### config.mk
export PLATFORM = sky130hd
export DESIGN_NAME = mux_sel_arbiter
export DESIGN_NICKNAME = d
export VERILOG_FILES = /design/src/rtl/mux_pkg.sv /design/src/rtl/rr_pick4.sv /design/src/rtl/mux_sel_arbiter.sv
export SDC_FILE = /design/constraint.sdc
export NUM_CORES = 1
export LEC_CHECK = 0
export CAP_MARGIN = 20
export CORE_MARGIN = 3
export CORE_UTILIZATION = 57
export CTS_CLUSTER_DIAMETER = 200
export DETAILED_ROUTE_END_ITERATION = 8
export PLACE_DENSITY = 0.82
export SLEW_MARGIN = 30
export SYNTH_ARGS = -nofsm -noshare
export SYNTH_HDL_FRONTEND = slang
export SYNTH_SLANG_ARGS = --single-unit
### constraint.sdc
create_clock -name clk -period 3.4 [get_ports clk]
set_clock_uncertainty 0.05 [all_clocks]
set_input_delay 0.34 -clock clk [delete_from_list [all_inputs] [get_ports clk]]
set_output_delay 0.34 -clock clk [all_outputs]
set_load 0.005 [all_outputs]
### src/rtl/mux_pkg.sv
// Shared definitions for the 4-channel mux-select arbiter.
// Holds the channel count, FSM state encoding and default hold limit.
package mux_pkg;

    localparam int N_CH         = 4;
    localparam int MAX_HOLD_DEF = 15;

    typedef enum logic {
        IDLE = 1'b0,
        BUSY = 1'b1
    } state_t;

    function automatic logic [N_CH-1:0] dec4(input logic [1:0] idx);
        return (N_CH)'(1) << idx;
    endfunction

endpackage

### src/rtl/rr_pick4.sv
// Combinational rotate-and-find-first over 4 requests.
// Returns the first set bit at or after start, wrapping 3 -> 0.
module rr_pick4
    import mux_pkg::*;
(
    input  logic [N_CH-1:0] req,
    input  logic [1:0]      start,
    output logic            found,
    output logic [1:0]      idx
);

    always_comb begin
        found = 1'b0;
        idx   = 2'd0;
        // Walk backwards so the closest candidate to start wins.
        for (int i = N_CH - 1; i >= 0; i--) begin
            if (req[start + 2'(i)]) begin
                found = 1'b1;
                idx   = start + 2'(i);
            end
        end
    end

endmodule

### src/rtl/mux_sel_arbiter.sv
// Round-robin grant arbiter with bounded hold time, driving a 4:1 mux select.
// gnt, sel and valid are all registered; sel holds its value while idle.
module mux_sel_arbiter
    import mux_pkg::*;
#(
    parameter int MAX_HOLD = MAX_HOLD_DEF
) (
    input  logic            clk,
    input  logic            rst,
    input  logic [N_CH-1:0] req,
    output logic [N_CH-1:0] gnt,
    output logic [1:0]      sel,
    output logic            valid
);

    localparam int            HW       = $clog2(MAX_HOLD + 1);
    localparam logic [HW-1:0] HOLD_MAX = HW'(MAX_HOLD);

    state_t          state, nstate;
    logic [1:0]      ptr, nptr;
    logic [HW-1:0]   hold_cnt, nhold;
    logic [N_CH-1:0] ngnt;
    logic [1:0]      nsel;

    logic [N_CH-1:0] pick_req;
    logic [1:0]      pick_start;
    logic            pick_found;
    logic [1:0]      pick_idx;

    // One picker serves both paths: from ptr when idle, from sel+1
    // (excluding the current owner) when busy.
    always_comb begin
        if (state == BUSY) begin
            pick_req   = req & ~dec4(sel);
            pick_start = sel + 2'd1;
        end else begin
            pick_req   = req;
            pick_start = ptr;
        end
    end

    rr_pick4 u_pick (
        .req   (pick_req),
        .start (pick_start),
        .found (pick_found),
        .idx   (pick_idx)
    );

    always_comb begin
        nstate = state;
        ngnt   = gnt;
        nsel   = sel;
        nptr   = ptr;
        nhold  = hold_cnt;
        unique case (state)
            IDLE: begin
                ngnt = '0;
                if (pick_found) begin
                    nstate = BUSY;
                    ngnt   = dec4(pick_idx);
                    nsel   = pick_idx;
                    nptr   = pick_idx + 2'd1;
                    nhold  = HW'(1);
                end
            end
            BUSY: begin
                if (req == '0) begin
                    nstate = IDLE;
                    ngnt   = '0;
                    nhold  = '0;
                end else if (req[sel] && hold_cnt < HOLD_MAX) begin
                    nhold = hold_cnt + HW'(1);
                end else if (pick_found) begin
                    // Owner dropped or used up its hold: hand over without a bubble.
                    ngnt  = dec4(pick_idx);
                    nsel  = pick_idx;
                    nptr  = pick_idx + 2'd1;
                    nhold = HW'(1);
                end
            end
            default: nstate = IDLE;
        endcase
    end

    always_ff @(posedge clk) begin
        if (rst) begin
            state    <= IDLE;
            gnt      <= '0;
            sel      <= 2'd0;
            valid    <= 1'b0;
            ptr      <= 2'd0;
            hold_cnt <= '0;
        end else begin
            state    <= nstate;
            gnt      <= ngnt;
            sel      <= nsel;
            valid    <= (nstate == BUSY);
            ptr      <= nptr;
            hold_cnt <= nhold;
        end
    end

endmodule

==> flow_summary.yaml <==
min_path:
  hp-class: "reg2reg"
  worstHoldStart: "gnt[0]$_SDFFE_PP0P_"
detailed_routing:
  wl_per_cell_um: 15.4
  vias: 887
  totalWireLength_um: 2180
  drc: 0
  post_drt_via_cell_ratio: 6.25
  postRouteAntennaNets: 0
  dr.pass1.iters: 4
  drtIter0Drc: 19
final_layout:
  utilization_pct: 72.1
  syn_to_final_growth_pct: 16.2
  drive_above_1_share_pct: 14.3
  final_nets: 138
  design_area_mm2: 0.00111
  diodes: 0
  fin_cells: 142
  final_common_cell: "dfxtp_1"
  layout_common_cells: "dfxtp_1, clkdlybuf4s50_1, a21oi_1"
clocking:
  clk-insertion-delay-late_ns: 0.28
  htreeDepth: 1
  clockBufferDepth: 2
  cts_hold_buf: 0
  cts.reportedPaths.clkPinSlew_ns: 0.08
  post-cts-setup-buffer-count: 0
  cts_tree: "built"
  cts_buffers: 3
  cts_resized: 0
  cts.sinks: 13
  cts-root-buf: "clkbuf_4"
worst_setup_path:
  startpoint: "state$_SDFF_PP0_"
  critPathRequiredTime_ns: 3.56
  end_kind: "flop"
  arrival_ns: 2.54
  critical-path-slowest-cell: "dfxtp_1"
  slowest_delay_ns: 0.81
  worstPathCellList: "mux2i_2, or3_4, a41oi_4, or4_1, a21oi_1"
  r2r_start: "state$_SDFF_PP0_"
  path_class: "reg2reg"
  cp-start-kind: "flop"
  worstPathMaxFanout: 24
die:
  die_h_um: 47.0
  die-width_um: 47.0
  rows: 14
  io_pins: 13
  dieArea_mm2: 0.00220
  start_util_pct: 62.0
  coreArea_mm2: 0.00154
power:
  leakage_nw: 0.427
  total_power_mw: 0.559
  power.density_mw_per_mm2: 503
  vdd_drop_max_uv: 352
synth:
  ys_ff_latch: 13
  yosysUniqueCellTypes: 47
  synthCells: 112
  synth.avg_cell_area_um2: 8.53
  synth_edf_count: 0
  ys_warn_count: 0
  yosysSeqAreaShare_pct: 27.2
  ys.flop_type: "dfxtp_1"
  synth_area_um2: 956
  async_flop_share_pct: 0
  synth_fp_nets: 123
placement:
  placed_cell_area_mm2: 0.00108
  gp_congestion: 0.894
  io_buffers: 12
  place_hpwl_um: 1730
  post-place-ws_ns: 1.03
  dp.cells: 138
sta:
  period_needed_ns: 2.38
  tightestPinTransition_ns: 0.739
  worst_hold_slack_ns: 0.406
  hold_viol_final: 0
  setup_slack_ns: 1.02
  fin_crit_sh_pct: 70.0
  max_clock_freq_mhz: 420
  rsz0062_at_grt: "no"
  maxSlewHeadroom_pct: 50.6
  setup_violations: 0
  drv_slew: 0
  setup_tns_ns: 0
global_route:
  grt_use_total_pct: 23.9
  grt_antenna_before_repair: 0
  grt_max_degree: 25
  grt_pass1_wl_um: 3770
  grt_overflow: 0
  grt_pass1_vias: 843
run:
  drv_cap: 0
run_status:
  status: "finished, final reports clean"
==> kinds of logic (layout without fill, tap and decap cells) <==
logic type	count (synthesis)	after routing	share of synthesized area [%]
fa+ha+maj	5	5	6.54
mux	2	2	3.80
buf+inv	7	21	3.66
flops	13	13	27.2
simple gates	48	48	28.8
compound gates	37	37	30.0
==> where the power goes <==
| group | internal (mW) | switching (mW) |
|---|---|---|
| Sequential | 0.177 | 0.0270 |
| Combinational | 0.126 | 0.131 |
| Clock | 0.0436 | 0.0542 |
| Total | 0.347 | 0.213 |
==> state kept, by name, indices dropped and copies added (netlist names) <==
name,flops
gnt,4
state,1
hold_cnt,4
sel,2
ptr,2
==> worst paths after layout <==
| path | to | slack, ns | cells past startpoint |
|---|---|---|---|
| worst max-delay path | gnt[1]$_SDFFE_PP0P_ | 1.02 | 5 |
| worst min-delay path | gnt[0]$_SDFFE_PP0P_ | 0.41 | 2 |
| worst max register to register | gnt[1]$_SDFFE_PP0P_ | 1.02 | 5 |
| worst min register to register | gnt[0]$_SDFFE_PP0P_ | 0.41 | 2 |
==> cell type report <==
type,count,area [µm²]
fill,119,430
clock inverter,1,5.00
inverter,4,15.0
sequential,13,260
clock buffer,3,22.5
multi-input combinational,92,661
tap,16,20.0
timing repair buffer,13,128
==> synthesized netlist by cell type, drive strengths merged (2+ instances only) <==
cell type	count	area (µm²)
a21bo	2	20.0
a21boi	3	22.5
a21oi	11	55.1
a31oi	2	12.5
buf	2	16.3
dfxtp	13	260
ha	5	62.6
inv	4	15.0
nand2	10	37.5
nand2b	8	50.1
nand3	6	30.0
nand4	2	12.5
nor2	6	22.5
nor2b	3	21.3
nor3	2	10.0
nor4	2	18.8
o211a	2	20.0
o211ai	4	40.0
o21ai	4	20.0
or3	2	17.5
==> layer usage <==
layer / GRT usage, % / vias to the layer above / share of wire (%)
li1: - / 456 / -
met1: 29.2 / 410 / 43
met4: 7.18 / 0 / 1.1
met2: 39.8 / 17 / 52
met5: 0 / - / 0
met3: 8.05 / 4 / 4.2
==> worst max-delay path, delay by kind of cell (launching register included) <==
family	cells	cell delay, ns
compound gates	2	0.29
flops	1	0.81
simple gates	2	0.71
mux	1	0.45
(Power assumes the default switching activity.)
